--- src/rtl/branch_resolve_unit.sv ---
// branch_resolve_unit
// Resolves MIPS-style conditional branches and J/JR jumps from the execute-stage
// comparator flags. It emits a registered redirect to the PC module only on a
// mispredict or an unconditional jump. It writes back the link address for the
// *AL/JAL/JALR forms. It trains a table of 2-bit saturating counters that fetch
// reads combinationally, and keeps saturating resolve/mispredict statistics.
//
// Ports
//   clk, rst               clock; synchronous active-low reset
//   in_valid / in_ready    resolve request handshake
//   mode[3:0]              branch mode code; mode[4] = link flag
//   pcAddress              already-incremented PC of the branch
//   branchAddressOffset    signed word offset
//   jumpAddress            J-type 26-bit target field
//   jumpRegisterAddress    JR target
//   resultZero/Negative/Positive, fpCondition   condition inputs
//   predTaken              prediction fetch made for this branch
//   redirect_valid/ready   redirect handshake toward the PC module
//   branchTo               redirect target (held stable while pending)
//   link_write, link_address   one-cycle link-register write
//   lookup_pc, lookup_taken    fetch-side predictor read port
//   resolved_count, mispredict_count   saturating statistics
module branch_resolve_unit #(
  parameter int ADDR_WIDTH = 32,
  parameter int PRED_DEPTH = 16,
  parameter int CNT_WIDTH  = 16
) (
  input  logic                  clk,
  input  logic                  rst,
  input  logic                  in_valid,
  output logic                  in_ready,
  input  logic [4:0]            mode,
  input  logic [ADDR_WIDTH-1:0] pcAddress,
  input  logic [15:0]           branchAddressOffset,
  input  logic [25:0]           jumpAddress,
  input  logic [ADDR_WIDTH-1:0] jumpRegisterAddress,
  input  logic                  resultZero,
  input  logic                  resultNegative,
  input  logic                  resultPositive,
  input  logic                  fpCondition,
  input  logic                  predTaken,
  output logic                  redirect_valid,
  input  logic                  redirect_ready,
  output logic [ADDR_WIDTH-1:0] branchTo,
  output logic                  link_write,
  output logic [ADDR_WIDTH-1:0] link_address,
  input  logic [ADDR_WIDTH-1:0] lookup_pc,
  output logic                  lookup_taken,
  output logic [CNT_WIDTH-1:0]  resolved_count,
  output logic [CNT_WIDTH-1:0]  mispredict_count
);

  localparam int IDX_W = $clog2(PRED_DEPTH);
  localparam logic [ADDR_WIDTH-1:0] PC_STEP4 = {{(ADDR_WIDTH-3){1'b0}}, 3'b100};
  localparam logic [ADDR_WIDTH-1:0] PC_STEP8 = {{(ADDR_WIDTH-4){1'b0}}, 4'b1000};
  localparam logic [ADDR_WIDTH-1:0] HI_MASK  = {ADDR_WIDTH{1'b1}} << 28;
  localparam logic [CNT_WIDTH-1:0]  CNT_MAX  = {CNT_WIDTH{1'b1}};
  localparam logic [CNT_WIDTH-1:0]  CNT_ONE  = {{(CNT_WIDTH-1){1'b0}}, 1'b1};

  typedef enum logic [0:0] {IDLE = 1'b0, HOLD = 1'b1} state_t;

  // 2-bit saturating counter step toward taken (up) or not-taken.
  function automatic logic [1:0] sat2_next(input logic [1:0] c, input logic up);
    logic [1:0] r;
    if (up) begin
      r = (c == 2'b11) ? 2'b11 : c + 2'b01;
    end else begin
      r = (c == 2'b00) ? 2'b00 : c - 2'b01;
    end
    return r;
  endfunction

  state_t                  state_q, state_d;
  logic [ADDR_WIDTH-1:0]   branch_to_q, branch_to_d;
  logic                    link_write_q, link_write_d;
  logic [ADDR_WIDTH-1:0]   link_addr_q, link_addr_d;
  logic [CNT_WIDTH-1:0]    resolved_q, resolved_d;
  logic [CNT_WIDTH-1:0]    mispred_q, mispred_d;
  logic [1:0]              pred_q [PRED_DEPTH];

  logic                    is_cond_s, is_jump_s, link_ok_s, taken_s;
  logic                    accept_s, mispred_s, redir_req_s;
  logic [ADDR_WIDTH-1:0]   br_target_s, fall_s, j_target_s, target_s;
  logic [IDX_W-1:0]        upd_idx_s, look_idx_s;
  logic                    pred_we_s;
  logic [1:0]              pred_new_s;
  logic                    unused_s;

  assign redirect_valid   = (state_q == HOLD);
  assign in_ready         = !redirect_valid || redirect_ready;
  assign accept_s         = in_valid && in_ready;
  assign branchTo         = branch_to_q;
  assign link_write       = link_write_q;
  assign link_address     = link_addr_q;
  assign resolved_count   = resolved_q;
  assign mispredict_count = mispred_q;

  assign br_target_s = pcAddress + {{(ADDR_WIDTH-18){branchAddressOffset[15]}}, branchAddressOffset, 2'b00};
  assign fall_s      = pcAddress + PC_STEP4;
  // Keep the PC region bits above bit 27 and splice in the 28-bit jump target.
  assign j_target_s  = (pcAddress & HI_MASK) | ADDR_WIDTH'({jumpAddress, 2'b00});

  assign upd_idx_s    = pcAddress[2 +: IDX_W];
  assign look_idx_s   = lookup_pc[2 +: IDX_W];
  assign lookup_taken = pred_q[look_idx_s][1];
  assign unused_s     = ^lookup_pc;

  // Decode the mode code into branch class, link eligibility and the taken condition.
  always_comb begin
    is_cond_s = 1'b0;
    is_jump_s = 1'b0;
    link_ok_s = 1'b0;
    taken_s   = 1'b0;
    case (mode[3:0])
      4'h0: begin is_cond_s = 1'b1; link_ok_s = 1'b1;
                  taken_s = resultNegative && !resultZero && !resultPositive; end
      4'h1: begin is_cond_s = 1'b1; link_ok_s = 1'b1;
                  taken_s = (resultZero || resultPositive) && !resultNegative; end
      4'h3: begin is_cond_s = 1'b1;
                  taken_s = resultZero && !resultNegative && !resultPositive; end
      4'h4: begin is_cond_s = 1'b1;
                  taken_s = resultPositive && !resultZero && !resultNegative; end
      4'h5: begin is_cond_s = 1'b1;
                  taken_s = !resultPositive && (resultZero || resultNegative); end
      4'h6: begin is_cond_s = 1'b1;
                  taken_s = (resultPositive || resultNegative) && !resultZero; end
      4'h7: begin is_cond_s = 1'b1; taken_s = fpCondition; end
      4'h8: begin is_cond_s = 1'b1; taken_s = !fpCondition; end
      4'h9: begin is_jump_s = 1'b1; link_ok_s = 1'b1; taken_s = 1'b1; end
      4'hA: begin is_jump_s = 1'b1; link_ok_s = 1'b1; taken_s = 1'b1; end
      default: taken_s = 1'b0;
    endcase
  end

  // Mispredict detection and redirect target selection.
  always_comb begin
    mispred_s   = is_cond_s && (taken_s != predTaken);
    redir_req_s = is_jump_s || mispred_s;
    if (is_jump_s) begin
      target_s = (mode[3:0] == 4'h9) ? j_target_s : jumpRegisterAddress;
    end else begin
      target_s = taken_s ? br_target_s : fall_s;
    end
  end

  // Next-state for the redirect FSM, output registers, predictor and statistics.
  always_comb begin
    state_d      = state_q;
    branch_to_d  = branch_to_q;
    link_write_d = 1'b0;
    link_addr_d  = link_addr_q;
    resolved_d   = resolved_q;
    mispred_d    = mispred_q;
    pred_we_s    = 1'b0;
    pred_new_s   = sat2_next(pred_q[upd_idx_s], taken_s);

    case (state_q)
      IDLE: begin
        if (accept_s && redir_req_s) state_d = HOLD;
        else                         state_d = IDLE;
      end
      HOLD: begin
        // A request accepted here implies redirect_ready was high.
        if (redirect_ready) state_d = (accept_s && redir_req_s) ? HOLD : IDLE;
        else                state_d = HOLD;
      end
      default: state_d = IDLE;
    endcase

    if (accept_s && redir_req_s) branch_to_d = target_s;
    else                         branch_to_d = branch_to_q;

    if (accept_s && link_ok_s && mode[4]) begin
      link_write_d = 1'b1;
      link_addr_d  = pcAddress + PC_STEP8;
    end else begin
      link_write_d = 1'b0;
    end

    if (accept_s && is_cond_s) begin
      pred_we_s = 1'b1;
      if (resolved_q != CNT_MAX) resolved_d = resolved_q + CNT_ONE;
      else                       resolved_d = resolved_q;
      if (mispred_s && (mispred_q != CNT_MAX)) mispred_d = mispred_q + CNT_ONE;
      else                                     mispred_d = mispred_q;
    end else begin
      pred_we_s = 1'b0;
    end
  end

  // State, output and statistics registers with synchronous active-low reset.
  always_ff @(posedge clk) begin
    if (!rst) begin
      state_q      <= IDLE;
      branch_to_q  <= {ADDR_WIDTH{1'b0}};
      link_write_q <= 1'b0;
      link_addr_q  <= {ADDR_WIDTH{1'b0}};
      resolved_q   <= {CNT_WIDTH{1'b0}};
      mispred_q    <= {CNT_WIDTH{1'b0}};
    end else begin
      state_q      <= state_d;
      branch_to_q  <= branch_to_d;
      link_write_q <= link_write_d;
      link_addr_q  <= link_addr_d;
      resolved_q   <= resolved_d;
      mispred_q    <= mispred_d;
    end
  end

  // Predictor table; every entry resets to weakly not-taken.
  always_ff @(posedge clk) begin
    if (!rst) begin
      for (int i = 0; i < PRED_DEPTH; i++) pred_q[i] <= 2'b01;
    end else if (pred_we_s) begin
      pred_q[upd_idx_s] <= pred_new_s;
    end
  end

endmodule

--- config.mk ---
export PLATFORM = sky130hd
export DESIGN_NAME = branch_resolve_unit
export DESIGN_NICKNAME = d
export VERILOG_FILES = /design/src/rtl/branch_resolve_unit.sv
export SDC_FILE = /design/constraint.sdc
export NUM_CORES = 1
export LEC_CHECK = 0
export ABC_AREA = 1
export CORE_ASPECT_RATIO = 0.7
export CORE_MARGIN = 5
export CORE_UTILIZATION = 35
export CTS_CLUSTER_SIZE = 40
export DETAILED_ROUTE_END_ITERATION = 7
export GPL_TIMING_DRIVEN = 0
export SLEW_MARGIN = 20
export SYNTH_ARGS = -nofsm -noshare
export SYNTH_HDL_FRONTEND = slang
export SYNTH_SLANG_ARGS = --single-unit
--- constraint.sdc ---
create_clock -name clk -period 3.33 [get_ports clk]
set_input_delay 0.4995 -clock clk [delete_from_list [all_inputs] [get_ports clk]]
set_output_delay 0.4995 -clock clk [all_outputs]
set_load 0.05 [all_outputs]
Word level (Yosys, flattened, before mapping). Memory sizes are Yosys's and may differ from the RTL's. Index checks and enable logic that the tools add are counted.

$add $sub $neg: 7. Equality and inequality tests: 13. Multiplexer cells: 22. Bitwise logic cells: 2. Reductions and logical operators: 34.

Operators with widths (count): $mux W32 (3); $add A16 B1 Y16 const B (2); $add A32 B3 Y32 const B (1); $add A32 B32 Y32 (1); $add A32 B4 Y32 const B (1); $ne A16 B16 Y1 const B (2); $or A32 B28 Y32 (1); $eq A4 B3 Y1 const B (4); $logic_and A1 B1 Y1 (16); $eq A4 B4 Y1 const B (3); $mux W1 (12); $pmux W1 S9 (1); $mux W2 (4); $reduce_or A8 Y1 (1); $logic_not A1 Y1 (5); $logic_or A1 B1 Y1 (5); $eq A4 B1 Y1 const B (1); $eq A4 B2 Y1 const B (1); $logic_not A4 Y1 (1); $mux W4 (1); $reduce_and A2 Y1 (2); $reduce_or A2 Y1 (2); $reduce_or A4 Y1 (1); $add A2 B1 Y2 const B (1); 6 further kinds (6).

Register bits: 98. RAM bits: 32. Input bits: 152. Output and inout bits: 100. Logic and storage cells: 85. Memories: 1.

Memories: pred_q (words 16, bits a word 2, rd ports 2, clocked after Yosys merged registers in 0, write ports 16, line 79) `logic [1:0] pred_q [PRED_DEPTH];`.

Depth between registers and ports, before layout. Gate-level depths: netlist of run 1.

Depth after elaboration: 11. Mapped depth: 25. Gate-level depth less buffers: 23.

Least setup slack after synthesis of run 1. OpenSTA, ideal clock, no wires.

Kind: in2reg. Start point: input port mode[0]. End point: register branch_to_q[30], in the netlist branchTo[30]. Setup time: 118 ps. Arrival: 3071 ps. Data required time: 3212 ps. Path slack: 141 ps. Cell stages on the path: 22. Buffers on the path: 2. Cells stage by stage: nor2_2 > nand3b_1 > nand2_4 > nor2_8 > nand3_4 > buf_2 > buf_2 > nand2_1 > ha_1 > fa_1 > nand3_1 > nand3_1 > nand2_1 > nand3_1 > nand2_1 > nand2_1 > nand2_1 > nand3_1 > nand2_1 > nor2_1 > nor2_1 > nor2_1.

Cells in the longest elaborated chain, start to end: 7. Elaborated cells on any way between the ends: 22. Those cells by class: eq/ne: 10; mux: 6; reduce/logical: 6.

Ends and longest elaborated chain: start: declaration (line 32) `input logic [4:0] mode,`; $eq A4 B4 Y1 (on tied branches) (line 114, 140); $reduce_or A2 Y1 (no line); $pmux W1 S9 (line 114) `case (mode[3:0])`; $ne A1 B1 Y1 (line 137) `mispred_s = is_cond_s && (taken_s != predTaken);`; $logic_and A1 B1 Y1 (line 137); $logic_or A1 B1 Y1 (line 138) `redir_req_s = is_jump_s || mispred_s;`; $logic_and A1 B1 Y1 (line 170) `if (accept_s && redir_req_s) branch_to_d = target_s;`; end signal: assignment (line 195) `branch_to_q <= {ADDR_WIDTH{1'b0}};`; end signal: assignment (line 202) `branch_to_q <= branch_to_d;`; end: declaration (line 74) `logic [ADDR_WIDTH-1:0] branch_to_q, branch_to_d;`.

Several ways; a longest one is shown, not always the timed one. A chain may end at the register's enable or synchronous reset.

Worst setup path after layout of run 1.
Start point: input port mode[3]. End point: register branch_to_q[20], in the netlist branchTo[20].

The elaborated chain is that of the path after synthesis.

==> flow_summary.yaml, run 1 <==
sta:
  timing_worst_slew_pin_value_ns: 0.8420
  final.setup.tns_ns: 0
  min_period_ns: 3.201
  hold_viol: 0
  setup-violations-final: 0
  timing.fmax_mhz: 312.4
  maxSlewViolCount: 0
  max_slew_margin_pct: 43.87
  post-route-period-util_pct: 96.14
  fin_skew_ns: 0.01482
  fin_worst_hold_slack_ns: 0.4643
flow_run:
  drv.max_cap_violation_count: 0
global_routing:
  grtUsageTotal_pct: 25.17
  largest_net_degree_at_the_start_of_global_routing: 17
  gr-total-overflow: 0
  first_global_vias: 10500
  antenna_violations_before_repair: 1
  grt_first_pass_wirelength_um: 61090
critical_path:
  endpoint_arrival_time_on_the_critical_path_ns: 3.56
  crit_end_category: "flop"
  setup.worst_path.start_class: "input pin"
  worstSetupPathType: "in2reg"
  crit_path_cell_trace: "dlygate4sd2_1 > nor2_4 > nand2_2 > nand2_1 > nand3_2 > nand3_2 > nand3_4 > buf_6 > nand2_2 > clkinvlp_4 > buf_12 > ha_4 > nand2_2 > inv_1 > nand2_1 > inv_1 > a21oi_2 > nand3_2 > nand2_1 > nand2_1 > o21ai_2 > nand2_1 > a21oi_1"
  timing.critical_path.slowest_cell_delay_ns: 0.29
  timing.critical_path.required_ns: 3.69
  slowest_library_cell_on_the_worst_path: "sky130_fd_sc_hd__dlygate4sd2_1"
  path_max_fanout: 7
  cp_common_cell: "sky130_fd_sc_hd__nand2_1"
finish:
  finalInstanceArea_um2: 13450
  post_route_cells_drive_above_1_share_pct: 10.67
  area.growth.synth_to_final_pct: 38.91
  antenna_cells: 0
  nNetsFinal: 1953
pwr:
  powerDensity_nw_per_um2: 375.5
  vdd.ir_drop.worst_mv: 0.3547
  leakagePower_nw: 5.646
  report.power.total_mw: 5.052
logic_synthesis:
  yosys_most_used_dff: "sky130_fd_sc_hd__dfxtp_1"
  syn-mean-instance-area_um2: 6.402
  postSynthCellCount: 1513
  synth_cell_type_count: 60
  synth_async_sr_flop_share_pct: 0
  synth_edf_count: 32
  number_of_warnings_printed_during_yosys_synthesis: 0
  synth.ff_latch_count: 130
  syn_nets: 1698
  netlist_area_um2: 9686
  register_area_share_after_synthesis_pct: 30.18
placement:
  dpl.hpwl_um: 31970
  routability_congestion_estimate: 0.9705
  place_area_um2: 12380
  placement.io_buffers: 223
die:
  rows: 51
  die_h_um: 149.2
  floorplan.die_area_um2: 31150
  design.portCount: 252
  die_width_um: 208.8
  core_area_um2: 27570
  start_util_pct: 35.14
route:
  residual_drc: 0
  detail_route.wl_per_cell_um: 18.69
  wl_met3_um: 3925
  via_per_inst: 5.198
  detail_route.wirelength.met1_um: 19100
  routed-wl-met2_um: 16580
  ant_nets_after_route: 0
  drt_first_pass_iters: 5
  postRouteWirelength_um: 40230
  highest_layer: "met4"
  vias: 11190
  drt_iter0_drc: 984
clocking:
  cts_num_sinks: 130
  cts.reportedPaths.clkPinSlew_ns: 0.06
  cts-root-to-sink-buffers: 2
  clockRootBuffer: "sky130_fd_sc_hd__clkbuf_16"
  cts-buffers-inserted: 17
  cts_tree: "built"
  clock_insertion_delay_worst_skew_ns: 0.44
  cts_htree_levels: 4
min_path:
  hold_path_class: "reg2reg"
run_status:
  outcome: "complete, no violations"
[report_power, final]
group          total, mW  switching (mW)  internal, mW
Clock               1.76           0.754          1.01
Combinational       1.57            1.00         0.568
Sequential          1.72          0.0401          1.68
Total               5.05            1.80          3.26
[layout make-up]
cell class              instances  area [µm²]
plain buffers                  48       257.7
clock buffers                  24       481.7
clock inverters                 8       52.55
fillers                      2861       14110
inverters                     197       744.5
multi-input cells            1137        6166
flip-flops and latches        130        2923
well taps                     371       464.2
repair buffers                237        2365
[timing repair]
action,4_1_cts,5_1_grt
endpoints found under the setup margin,27,20
gates cloned,0,1
pin swaps,6,22
gates resized for setup,40,74
hold buffers,0,0
buffers inserted,6,7
[worst paths after layout]
check	from	to	slack [ns]	cells past startpoint
min reg2reg	link_address[14]	link_address[14]	0.46	2
min	link_address[14]	link_address[14]	0.46	2
max	mode[3]	branchTo[20]	0.13	23
max reg2reg	redirect_valid	pred_q[10][1]	1.16	9
[state kept, by name, indices dropped and copies added, names as in the netlist]
register and count:
resolved_count 16, redirect_valid 1, link_write 1, mispredict_count 16, pred_q 32, branchTo 32
link_address 32
[routing by layer]
layer	GRT usage [%]	up-vias
met5	0	-
met4	4.956	0
met3	6.643	46
met2	37.58	507
met1	36.77	5157
li1	-	5476
[cells in the mapped netlist (3+ instances only)]
master	number	area, µm²
sky130_fd_sc_hd__o21bai_1	3	22.52
sky130_fd_sc_hd__a22oi_1	6	45.04
sky130_fd_sc_hd__a21oi_2	4	35.03
sky130_fd_sc_hd__a31oi_1	4	25.02
sky130_fd_sc_hd__ha_1	32	400.4
sky130_fd_sc_hd__nand4_1	22	137.6
sky130_fd_sc_hd__nor3_1	27	135.1
sky130_fd_sc_hd__dfxtp_1	98	1962
sky130_fd_sc_hd__nor2_2	6	37.54
sky130_fd_sc_hd__buf_2	13	65.06
sky130_fd_sc_hd__or2_2	4	25.02
sky130_fd_sc_hd__o21ai_0	110	550.5
sky130_fd_sc_hd__clkbuf_1	22	82.58
sky130_fd_sc_hd__o21a_1	3	22.52
sky130_fd_sc_hd__inv_1	187	701.9
sky130_fd_sc_hd__inv_2	7	26.28
sky130_fd_sc_hd__nand3_1	117	585.6
sky130_fd_sc_hd__nand3b_1	8	60.06
sky130_fd_sc_hd__xor2_1	27	236.5
sky130_fd_sc_hd__nand2_1	363	1363
sky130_fd_sc_hd__and3_1	4	25.02
sky130_fd_sc_hd__buf_1	4	15.01
sky130_fd_sc_hd__o21ai_1	8	40.04
sky130_fd_sc_hd__buf_4	7	52.55
sky130_fd_sc_hd__nor4_1	7	43.79
sky130_fd_sc_hd__a21oi_1	104	520.5
sky130_fd_sc_hd__nand3_2	4	40.04
sky130_fd_sc_hd__nand2_2	7	43.79
sky130_fd_sc_hd__o211ai_1	11	82.58
sky130_fd_sc_hd__nand2_4	3	33.78
sky130_fd_sc_hd__nor2_1	209	784.5
sky130_fd_sc_hd__xnor2_1	13	113.9
sky130_fd_sc_hd__edfxtp_1	32	960.9
sky130_fd_sc_hd__o22ai_1	4	25.02
[stage by stage]
stage | setup slack [ns] | util, % | instances
floorplan | 0.1415 | - | 1513
global placement | -1.241 | 44.92 | 2107
detailed placement | -1.264 | 44.92 | 2107
CTS | -0.007560 | 47.52 | 2144
global route | -0.03473 | 48.81 | 2152
finish | 0.1287 | 48.81 | 2152
[cells in the final DEF, fill, tap and decap left out, drive strengths merged, types with 7 or more instances in the layout]
cell type and n:
xor2 27, dfxtp 98, clkdlybuf4s50 215, o211ai 11
edfxtp 32, nor2 218, xnor2 13, buf 39
nand3b 8, nand4 24, nor3 30, clkinv 8
nor4 7, clkbuf 49, ha 32, nand2 374
inv 195, nand3 123, o21ai 120, a21oi 108
[logic make-up (layout without fill, tap and decap cells)]
kind of cell	count (synthesis)	count (layout)	synth area share, %
XOR/XNOR	40	40	3.617
AND/OR/NAND/NOR	795	795	36.18
flip-flops	130	130	30.18
adder cells (fa/ha/maj)	33	33	4.340
multiplexers	2	2	0.2067
buffers and inverters	246	514	10.26
AO/OA/AOI/OAI	267	267	15.22
[worst max-delay path, delay by kind of cell]
kind / cells / cell delay (ns)
AND/OR/NAND/NOR: 13 / 1.37
AO/OA/AOI/OAI: 3 / 0.52
buffers and inverters: 6 / 0.94
adder cells (fa/ha/maj): 1 / 0.25
Note: power is estimated with default switching activity, not from simulation.
==> run 2: changes to the inputs <==
Settings changed: CORE_MARGIN 5 to 8, REMOVE_ABC_BUFFERS set to 1.
==> flow_summary.yaml, run 2 (synthesis results as in run 1) <==
clocking:
  cts_tree: "built"
  clock_insertion_delay_worst_skew_ns: 0.43
  cts-buffers-inserted: 17
  cts-root-to-sink-buffers: 2
  clockRootBuffer: "sky130_fd_sc_hd__clkbuf_16"
  cts_num_sinks: 130
  holdBufCountCts: 0
  cts.reportedPaths.clkPinSlew_ns: 0.06
  cts_htree_levels: 4
sta:
  min_period_ns: 3.218
  fin_skew_ns: 0.007874
  timing_worst_slew_pin_value_ns: 0.9307
  post-route-period-util_pct: 96.63
  max_slew_margin_pct: 37.86
  hold_viol: 0
  setup-violations-final: 0
  timing.fmax_mhz: 310.8
  post-route-worst-setup-slack_ns: 0.1122
  maxSlewViolCount: 0
  fin_worst_hold_slack_ns: 0.4647
critical_path:
  worst_r2r_endpoint: "link_address[31]"
  slowest_library_cell_on_the_worst_path: "sky130_fd_sc_hd__clkdlybuf4s50_1"
  critical_path_source: "fpCondition"
  timing.critical_path.slowest_cell_delay_ns: 0.50
  crit_buf_inv: 3
  setup.worst_path.start_class: "input pin"
  rr_worst_depth: 8
  endpoint_arrival_time_on_the_critical_path_ns: 3.54
  cp_common_cell: "sky130_fd_sc_hd__nor2_1"
  reg2reg_setup_slack_ns: 0.45
  timing.critical_path.required_ns: 3.66
  worstSetupPathType: "in2reg"
  worstReg2RegStart: "redirect_valid"
  crit_end_category: "flop"
  path_max_fanout: 5
  timing.critical_path.max_delay_family: "simple AND/OR/NAND/NOR gates"
  crit_path_cell_trace: "clkdlybuf4s50_1 > nand3b_1 > nand2_4 > nor2_8 > nand3_4 > nand2_4 > clkinvlp_4 > buf_12 > ha_4 > a21oi_1 > nand2_1 > a21oi_1 > nor2_1 > nor2_1 > nand3_1 > nand2_1 > nor2_1 > nor2_1 > nor2_1"
pwr:
  vdd.ir_drop.worst_mv: 0.3498
  power.combinational.fraction_pct: 30.2
  leakagePower_nw: 5.574
  power_frac_clock_pct: 36.3
  seq_power_share_pct: 33.5
  powerDensity_nw_per_um2: 383.8
  power_switching_mw: 1.795
  intPower_mw: 3.328
  sw_frac_of_total_pct: 35.04
placement:
  worst_slack_at_placement_ns: -1.418
  place.detailed.instances: 2060
  placement.io_buffers: 223
  dpl.hpwl_um: 28180
  routability_congestion_estimate: 0.9225
route:
  drt_iter0_drc: 867
  residual_drc: 0
  ant_nets_after_route: 0
  drt_first_pass_iters: 5
  postRouteWirelength_um: 37840
  via_per_inst: 5.106
  detail_route.wl_per_cell_um: 17.91
  vias: 10790
finish:
  final_common_cell: "sky130_fd_sc_hd__nand2_1"
  nNetsFinal: 1913
  non_filler_cells_in_the_finished_layout: 2113
  fill_cells: 2852
  area.growth.synth_to_final_pct: 37.83
  final_util_pct: 48.54
  most_frequent_cells_in_the_layout: "354 x sky130_fd_sc_hd__nand2_1, 214 x sky130_fd_sc_hd__clkdlybuf4s50_1, 194 x sky130_fd_sc_hd__nor2_1"
  post_route_cells_drive_above_1_share_pct: 9.535
die:
  die_h_um: 155.2
  rows: 51
  start_util_pct: 35.22
  design.portCount: 252
  core_area_um2: 27500
  floorplan.die_area_um2: 33340
  die_width_um: 214.8
run_status:
  outcome: "complete, no violations"
global_routing:
  antenna_violations_before_repair: 1
  first_global_vias: 10060
  grt_first_pass_wirelength_um: 58250
  grtUsageTotal_pct: 22.12
  gr-total-overflow: 0
  largest_net_degree_at_the_start_of_global_routing: 55
flow_run:
  drv.max_cap_violation_count: 0
min_path:
  timing.hold.worst_path_depth: 2
  hold_path_class: "reg2reg"
  hold_path_end: "branchTo[18]"
  hold_path.startpoint: "branchTo[18]"
==> run 2: changes by cell type in the layout (fill, tap and decap cells not counted), moves of 4 or more <==
cell and delta:
sky130_fd_sc_hd__clkbuf_1 -25, sky130_fd_sc_hd__buf_2 -11, sky130_fd_sc_hd__nand2_2 -8, sky130_fd_sc_hd__nand2_1 +7, sky130_fd_sc_hd__buf_1 -4, sky130_fd_sc_hd__buf_4 -4, sky130_fd_sc_hd__nand3_4 +4
==> run 2: worst reg2reg max path: stages (launching register included) <==
cell	delay, ns
sky130_fd_sc_hd__dfxtp_1	0.31
sky130_fd_sc_hd__inv_1	0.05
sky130_fd_sc_hd__nor2_1	0.05
sky130_fd_sc_hd__nor2_1	0.39
sky130_fd_sc_hd__nand3_1	0.55
sky130_fd_sc_hd__inv_2	0.89
sky130_fd_sc_hd__nand3_1	0.32
sky130_fd_sc_hd__o211ai_1	0.16
sky130_fd_sc_hd__inv_1	0.06
==> run 2: stage by stage <==
step | TNS [ns] | instance area [µm²] | power, mW
floorplan | 0 | 9433 | 2.559
CTS | 0 | 13060 | 5.082
global route | -0.03552 | 13350 | 5.359
finish | 0 | 13350 | 5.123
detailed placement | -51.20 | 12170 | 3.136
global placement | -395.74 | 12130 | 3.129
==> run 2: per-layer routing <==
| metal | up-vias | track usage [%] | share of wire, % |
|---|---|---|---|
| li1 | 5379 | - | - |
| met1 | 5004 | 32.68 | 50 |
| met2 | 382 | 31.30 | 40 |
| met3 | 23 | 6.518 | 8.9 |
| met4 | 0 | 4.005 | 0.91 |
| met5 | - | 0 | 0 |
==> run 2: final cells by class <==
| type | count | area (µm²) | area share, % |
|---|---|---|---|
| well taps | 371 | 464.2 | 3.477 |
| clock inverters | 14 | 138.9 | 1.040 |
| clock buffers | 18 | 429.2 | 3.215 |
| diodes | 1 | 2.502 | 0.01875 |
| flip-flops and latches | 130 | 2923 | 21.90 |
| repair inverters | 1 | 7.507 | 0.05624 |
| repair buffers | 240 | 2410 | 18.05 |
| multi-input cells | 1141 | 6226 | 46.64 |
| inverters | 197 | 748.2 | 5.605 |
==> run 2: power groups by stage <==
stage	sequential [mW]	combinational [mW]	clock [mW]
2_1_floorplan	1.93	0.626	0
3_3_place_gp	1.75	1.38	0
3_5_place_dp	1.75	1.39	0
4_1_cts	1.71	1.47	1.90
5_1_grt	1.72	1.68	1.96
6_report	1.71	1.55	1.86
==> run 2: repair_timing <==
item,4_1_cts,5_1_grt
gates resized for setup,51,54
buffers inserted,8,7
endpoints found under the hold margin,0,0
cloned,5,0
setup endpoints to repair,29,59
pin swaps,7,16
==> run 2: worst max path at each step <==
stage | end | slack [ns] | cells after the start
2_1_floorplan | branchTo[26] | 0.10 | 20
3_3_place_gp | pred_q[11][0] | -4.04 | 7
3_5_place_dp | branchTo[27] | -1.42 | 18
4_1_cts | branchTo[28] | 0.01 | 20
5_1_grt | branchTo[22] | -0.02 | 18
6_report | branchTo[30] | 0.11 | 19
